===== config.mk =====
export PLATFORM = sky130hd
export DESIGN_NAME = ram_arbiter
export DESIGN_NICKNAME = d
export VERILOG_FILES = /design/src/rtl/ram_arbiter.sv
export SDC_FILE = /design/constraint.sdc
export NUM_CORES = 1
export LEC_CHECK = 0
export CORE_AREA = 2 2 118 120
export CTS_BUF_LIST = sky130_fd_sc_hd__clkbuf_8
export DETAILED_ROUTE_END_ITERATION = 7
export DIE_AREA = 0 0 120 122
export GPL_TIMING_DRIVEN = 0
export HOLD_SLACK_MARGIN = 0.1
export PLACE_DENSITY = 0.65
export SLEW_MARGIN = 20
export SYNTH_ARGS = -nofsm -noshare
export SYNTH_HDL_FRONTEND = slang
export SYNTH_SLANG_ARGS = --single-unit

===== constraint.sdc =====
create_clock -name clk -period 2.4 [get_ports clk]
set_input_delay 0.24 -clock clk [delete_from_list [all_inputs] [get_ports clk]]
set_output_delay 0.24 -clock clk [all_outputs]
set_load 0.02 [all_outputs]

===== src/rtl/ram_arbiter.sv =====
// Two-master round-robin arbiter for the shared single-port data RAM.
// Supports locked bursts with a starvation bound and returns ack/read data one cycle after the grant.
module ram_arbiter #(
    parameter int ADDR_W   = 32,
    parameter int DATA_W   = 32,
    parameter int MAX_HOLD = 8
) (
    input  logic              clk,
    input  logic              rst,
    input  logic              m0_req_i,
    input  logic              m0_we_i,
    input  logic [ADDR_W-1:0] m0_addr_i,
    input  logic [DATA_W-1:0] m0_data_i,
    input  logic              m0_lock_i,
    output logic              m0_gnt_o,
    output logic              m0_ack_o,
    output logic [DATA_W-1:0] m0_data_o,
    input  logic              m1_req_i,
    input  logic              m1_we_i,
    input  logic [ADDR_W-1:0] m1_addr_i,
    input  logic [DATA_W-1:0] m1_data_i,
    input  logic              m1_lock_i,
    output logic              m1_gnt_o,
    output logic              m1_ack_o,
    output logic [DATA_W-1:0] m1_data_o,
    output logic              ram_we_o,
    output logic [ADDR_W-1:0] ram_addr_o,
    output logic [DATA_W-1:0] ram_data_o,
    input  logic [DATA_W-1:0] ram_data_i,
    output logic [1:0]        dbg_state
);

    localparam int CNT_W = $clog2(MAX_HOLD + 1);

    typedef enum logic [1:0] {
        IDLE = 2'd0,
        OWN0 = 2'd1,
        OWN1 = 2'd2
    } state_t;

    state_t             state, state_nxt;
    logic               last_gnt;
    logic [CNT_W-1:0]   hold_cnt, hold_nxt, cnt_inc;
    logic [1:0]         ack_q;
    logic [DATA_W-1:0]  rdata_q;
    logic               win_lock, other_req, same_owner;

    // Handshake: a master raises req and holds its fields stable until gnt is seen
    // high in the same cycle; that cycle is the access, and ack follows one cycle later.
    always_comb begin
        m0_gnt_o = 1'b0;
        m1_gnt_o = 1'b0;
        if (!rst) begin
            if (state == OWN0 && m0_req_i) begin
                m0_gnt_o = 1'b1;
            end else if (state == OWN1 && m1_req_i) begin
                m1_gnt_o = 1'b1;
            end else if (m0_req_i && m1_req_i) begin
                m0_gnt_o = last_gnt;
                m1_gnt_o = !last_gnt;
            end else begin
                m0_gnt_o = m0_req_i;
                m1_gnt_o = m1_req_i;
            end
        end
    end

    always_comb begin
        ram_we_o   = 1'b0;
        ram_addr_o = '0;
        ram_data_o = '0;
        win_lock   = 1'b0;
        other_req  = 1'b0;
        same_owner = 1'b0;
        cnt_inc    = '0;
        state_nxt  = IDLE;
        hold_nxt   = '0;
        if (m0_gnt_o) begin
            ram_we_o   = m0_we_i;
            ram_addr_o = m0_addr_i;
            ram_data_o = m0_data_i;
            win_lock   = m0_lock_i;
            other_req  = m1_req_i;
            same_owner = (state == OWN0);
        end else if (m1_gnt_o) begin
            ram_we_o   = m1_we_i;
            ram_addr_o = m1_addr_i;
            ram_data_o = m1_data_i;
            win_lock   = m1_lock_i;
            other_req  = m0_req_i;
            same_owner = (state == OWN1);
        end
        // Count only contended locked beats; a new owner starts again from one.
        if (other_req) begin
            cnt_inc = (same_owner ? hold_cnt : '0) + CNT_W'(1);
        end
        if ((m0_gnt_o || m1_gnt_o) && win_lock) begin
            if (other_req && cnt_inc == CNT_W'(MAX_HOLD)) begin
                state_nxt = IDLE;
                hold_nxt  = '0;
            end else begin
                state_nxt = m0_gnt_o ? OWN0 : OWN1;
                hold_nxt  = cnt_inc;
            end
        end
    end

    always_ff @(posedge clk) begin
        if (rst) begin
            state    <= IDLE;
            last_gnt <= 1'b1;
            hold_cnt <= '0;
            ack_q    <= 2'b00;
            rdata_q  <= '0;
        end else begin
            state    <= state_nxt;
            hold_cnt <= hold_nxt;
            ack_q    <= {m1_gnt_o, m0_gnt_o};
            if (m0_gnt_o || m1_gnt_o) begin
                last_gnt <= m1_gnt_o;
                rdata_q  <= ram_we_o ? '0 : ram_data_i;
            end
        end
    end

    assign m0_ack_o  = ack_q[0];
    assign m1_ack_o  = ack_q[1];
    assign m0_data_o = rdata_q;
    assign m1_data_o = rdata_q;
    assign dbg_state = state;

endmodule

### After elaboration in Yosys (flattened, before gate mapping)

Index checks and enable logic that the tools add are counted.

* register bits after elaboration: 41
* bits of input ports: 168
* output and inout port bits: 135
* word-level logic and storage cells: 42

* add/subtract/negate cells: 1
* equal/unequal tests: 3
* mux-type cells: 24
* bitwise logic cells: 1
* reductions and logical operators: 8

Operators by type and width (count)
* 2-to-1 mux 32 bit: 5
* 2-to-1 mux 1 bit: 16
* 2-to-1 mux 4 bit: 2
* logical AND 1 bit: 5
* adder 4 x 1 -> 4 bit (second input constant): 1
* == test 4 bit (second input constant): 1
* OR reduction 3 bit: 1
* == test 2 x 1 -> 1 bit (second input constant): 1
* == test 2 bit (second input constant): 1
* 2-to-1 mux 2 bit: 1
* logical NOT 1 bit: 1
* logical OR 1 bit: 1
* inverter 1 bit: 1

### Depth between registers and ports, before layout

Gate-level depths: netlist of the first run.

* depth after elaboration: 13
* gate-level depth with buffers: 6
* mapped depth without buffers: 4

### Least setup slack after synthesis of the first run

No wires, ideal clock.

* path type: register -> output
* start point: reg state[1], in the netlist dbg_state[1]
* end point: out ram_addr_o[16]
* arrival: 1.817 ns
* required time: 2.160 ns
* slack: 0.343 ns
* stages on the path, launching flop included: 5
* path buffers: 1
* cell sequence: dfxtp_1 -> nor2b_2 -> a221oi_4 -> clkbuf_1 -> a22o_1

* word-level cells in the longest chain between the ends: 7
* elaborated cells between the ends (all ways): 12
* those cells by class: eq/ne (2); mux (8); reduce/logical (2)

Ends and longest elaborated chain
* start, declared: line 41 `state_t state, state_nxt;`
* start signal, assigned: line 116 `state <= state_nxt;`
* == test 2 bit: line 56 `end else if (state == OWN1 && m1_req_i) begin`
* logical AND 1 bit: line 56
* 2-to-1 mux 1 bit: line 56
* 2-to-1 mux 1 bit *: line 54 `if (state == OWN0 && m0_req_i) begin`
* 2-to-1 mux 1 bit *: line 53 `if (!rst) begin`
* net m1_gnt_o: line 23 `output logic m1_gnt_o,`
* 2-to-1 mux 32 bit *: line 85 `end else if (m1_gnt_o) begin`
* 2-to-1 mux 32 bit *: line 78 `if (m0_gnt_o) begin`
* end, declared: line 27 `output logic [ADDR_W-1:0] ram_addr_o,`

Mark *: on every way through the listed nets, which the timed path passes. The rest lies on a longest branch.

### Worst setup path after layout of the first run

* start point: in rst
* end point: out ram_addr_o[11]

* word-level cells in the longest chain between the ends: 3
* elaborated cells between the ends (all ways): 4
* those cells by class: mux (4)

Ends and longest elaborated chain
* start, declared: line 9 `input logic rst,`
* 2-to-1 mux 1 bit: line 53
* 2-to-1 mux 32 bit: line 85
* 2-to-1 mux 32 bit *: line 78

Mark *: on every way between the ends. The rest lies on a longest branch, timed or not.

==> impl_metrics.toml, run 1 <==
[hold_path]
hp-start = "hold_cnt[3]"
hold_path.class = "flop to flop"
hold-path-cell-count = 2
worstHoldEndpoint = "hold_cnt[3]"

[route]
vias = 3082
vias_per_cell = 4.29
wire_per_inst_um = 17.5
finalWirelength_um = 12500
ant_nets = 0
drc = 0
drtIter0Drc = 96
drt-pass1-iter-count = 5

[place]
io_buffers = 302
dp_hpwl_um = 10300
gp_congestion = 0.806
place_area_um2 = 5540

[floorplanning]
fp-row-count = 43
chipWidth_um = 120
die-area_um2 = 14600
die_height_um = 122
ios = 303
floorplan.core_area_um2 = 13500
start_util_pct = 17.0

[finish]
multiInputGateArea_um2 = 1100
final_area_um2 = 5600
regArea_um2 = 823
syn_to_final_growth_pct = 144
diodes = 0
drive_gt1_share_pct = 22.3
final_nets = 705
fillerInstances = 1374

[status]
outcome = "complete, no violations"

[synthesis]
netlist_instances = 223
synth_edf_count = 0
yosys.area.top_type = "a22o_1"
ys_types = 26
async_reset_ff_share_pct = 0
ys_ff_latch = 41
synth_top_family_by_area = "compound AO/OA/AOI/OAI gates"
synth-seq-area-share_pct = 35.8
yosys_warnings = 0
synth_adder_area_share_pct = 0
synth-xor-area-share_pct = 1.15
synthesis.nets = 391
avgSynthCellArea_um2 = 10.3
synth_mux_area_share_pct = 0
synthFlopType = "dfxtp_1"
synth_compound_area_share_pct = 42.1
yosys.area_share.simple_pct = 4.59
yosys-top-cells-area = "a22o_1 37%, dfxtp_1 36%, buf_4 11%"
synth_most_common_cell = "a22o_1"
synth_common_cells = "97 x a22o_1, 41 x dfxtp_1, 35 x buf_4"
synth_top_cell_area_share_pct = 37.1
synth_area_um2 = 2290

[sta]
fin_skew_ns = 0.00806
worst_slew_pin_slew_ns = 0.716
tns_ns = 0
relSlewSlack_pct = 51.9
setup_viol_count_final = 0
period_share_pct = 95.1
layout_min_cycle_time_ns = 2.28
hold_violations = 0
rsz0062_at_grt = "yes"
fmax_ghz = 0.438
hold_ws_ns = 0.462
slew_violations = 0

[critical_path]
r2r_start = "dbg_state[0]"
reg2reg_depth = 6
critPathArrivalTime_ns = 2.04
path_class = "input port to output port"
cp_max_fo = 10
crit_path_end_kind = "output port"
required_ns = 2.16
rrSetupSlack_ns = 0.66
critPathLaunchType = "input port"
r2r_end = "m0_data_o[11]"

[global_route]
grt_max_degree = 14
grt.total_usage_pct = 15.6
grt_pass1_wl_um = 17900
grt_pass1_vias = 3172
antenna_found_initial = 1
gr-total-overflow = 0

[cts]
cts.htree.levels = 2
tritoncts = "built"
worst_skew_pair.late_latency_ns = 0.29
clock_sinks = 41
clockBufferDepth = 2
cts.clk_slew.worst_paths_ns = 0.08
cts_buffers = 5
root_buffer = "clkbuf_8"

[power_and_ir_drop]
power.leakage_nw = 2.38
peakVddDrop_mv = 0.256
cellPowerDensity_nw_per_um2 = 444
total_power_mw = 2.48

[job]
drv_cap = 0
==> sequential cells by signal, summed over array words and instances, names as in the netlist <==
| register | cells |
|---|---|
| m0_data_o | 32 |
| last_gnt | 1 |
| dbg_state | 2 |
| ack_q | 2 |
| hold_cnt | 4 |
==> report_power, final <==
part	switching, mW	internal, mW
logic	0.463	0.611
registers	0.0381	0.724
clock network	0.235	0.413
==> kinds of logic (layout without fill, tap and decap cells) <==
family                 Yosys count  count (layout)
XOR/XNOR                         3               3
AND/OR/NAND/NOR                 18              18
flip-flops                      41              41
AO/OA/AOI/OAI                  106             106
buffers and inverters           55             370
==> layout by cell type (no fill, tap or decap), drive strengths merged, types with 2 or more instances in the layout <==
cell | Yosys | routed
nor3 | 7 | 7
a22o | 97 | 97
dlygate4sd2 | 0 | 17
dfxtp | 41 | 41
a221oi | 3 | 3
nand2 | 3 | 3
buf | 44 | 50
dlymetal6s2s | 0 | 2
inv | 2 | 2
clkdlybuf4s50 | 0 | 233
xor2 | 2 | 2
o221a | 2 | 2
clkbuf | 9 | 46
clkdlybuf4s15 | 0 | 17
nand3 | 2 | 2
nand2b | 3 | 3
bufinv | 0 | 2
==> per-layer routing <==
layer	wire, um	global-route usage, %	up-vias
li1	-	-	1470
met1	5210	19.5	1416
met3	1120	4.31	17
met5	17	0	-
met2	5940	26.5	177
met4	246	4.26	2
==> final cells by class <==
class                   instances  share of cell area, %
inverters                       2                  0.134
well taps                     180                   4.02
plain buffers                  52                   7.11
repair buffers                308                   52.0
multi-input cells             127                   19.7
flip-flops and latches         41                   14.7
clock buffers                   5                   1.23
clock inverters                 3                   1.16
==> metrics by stage <==
| stage | worst slack, ns | instances | utilization (%) |
|---|---|---|---|
| 2_1_floorplan | 0.343 | 223 | - |
| 3_3_place_gp | -0.727 | 705 | 41.0 |
| 3_5_place_dp | -0.774 | 705 | 41.0 |
| 4_1_cts | 0.0000464 | 715 | 42.2 |
| 5_1_grt | -0.00579 | 718 | 41.5 |
| 6_report | 0.117 | 718 | 41.5 |
==> worst max-delay path, cell delays in order <==
cell and delay, ns:
clkdlybuf4s50_1 0.47, and2b_1 0.24, o221a_1 0.18, buf_6 0.14, buf_6 0.15, buf_6 0.16, a22o_1 0.13, dlygate4sd2_1 0.32
==> what timing repair did <==
action,in CTS,in global routing
pin swaps,1,0
hold buffers,0,0
buffers inserted,3,3
endpoints found under the hold margin,0,0
gates resized for setup,132,56
cloned,0,0
setup endpoints to repair,67,53
==> worst max path at each step <==
stage,start,slack [ns],cells after the start,endpoint
floorplan,dbg_state[1],0.34,4,ram_addr_o[16]
global placement,m0_req_i,-0.73,7,ram_data_o[17]
detailed placement,m0_req_i,-0.77,7,ram_data_o[22]
CTS,rst,0.00005,7,ram_data_o[13]
global route,rst,-0.006,7,ram_data_o[26]
finish,rst,0.12,8,ram_addr_o[11]
(Power assumes the default switching activity.)
==> run 2: changes to the inputs <==
--- a/config.mk
+++ b/config.mk
@@ -12,7 +12,6 @@
 export GPL_TIMING_DRIVEN = 0
 export HOLD_SLACK_MARGIN = 0.1
 export PLACE_DENSITY = 0.65
-export SLEW_MARGIN = 20
 export SYNTH_ARGS = -nofsm -noshare
 export SYNTH_HDL_FRONTEND = slang
 export SYNTH_SLANG_ARGS = --single-unit
==> results of run 2 <==
No change in the layout: final DEF, timing and power equal those of run 1.
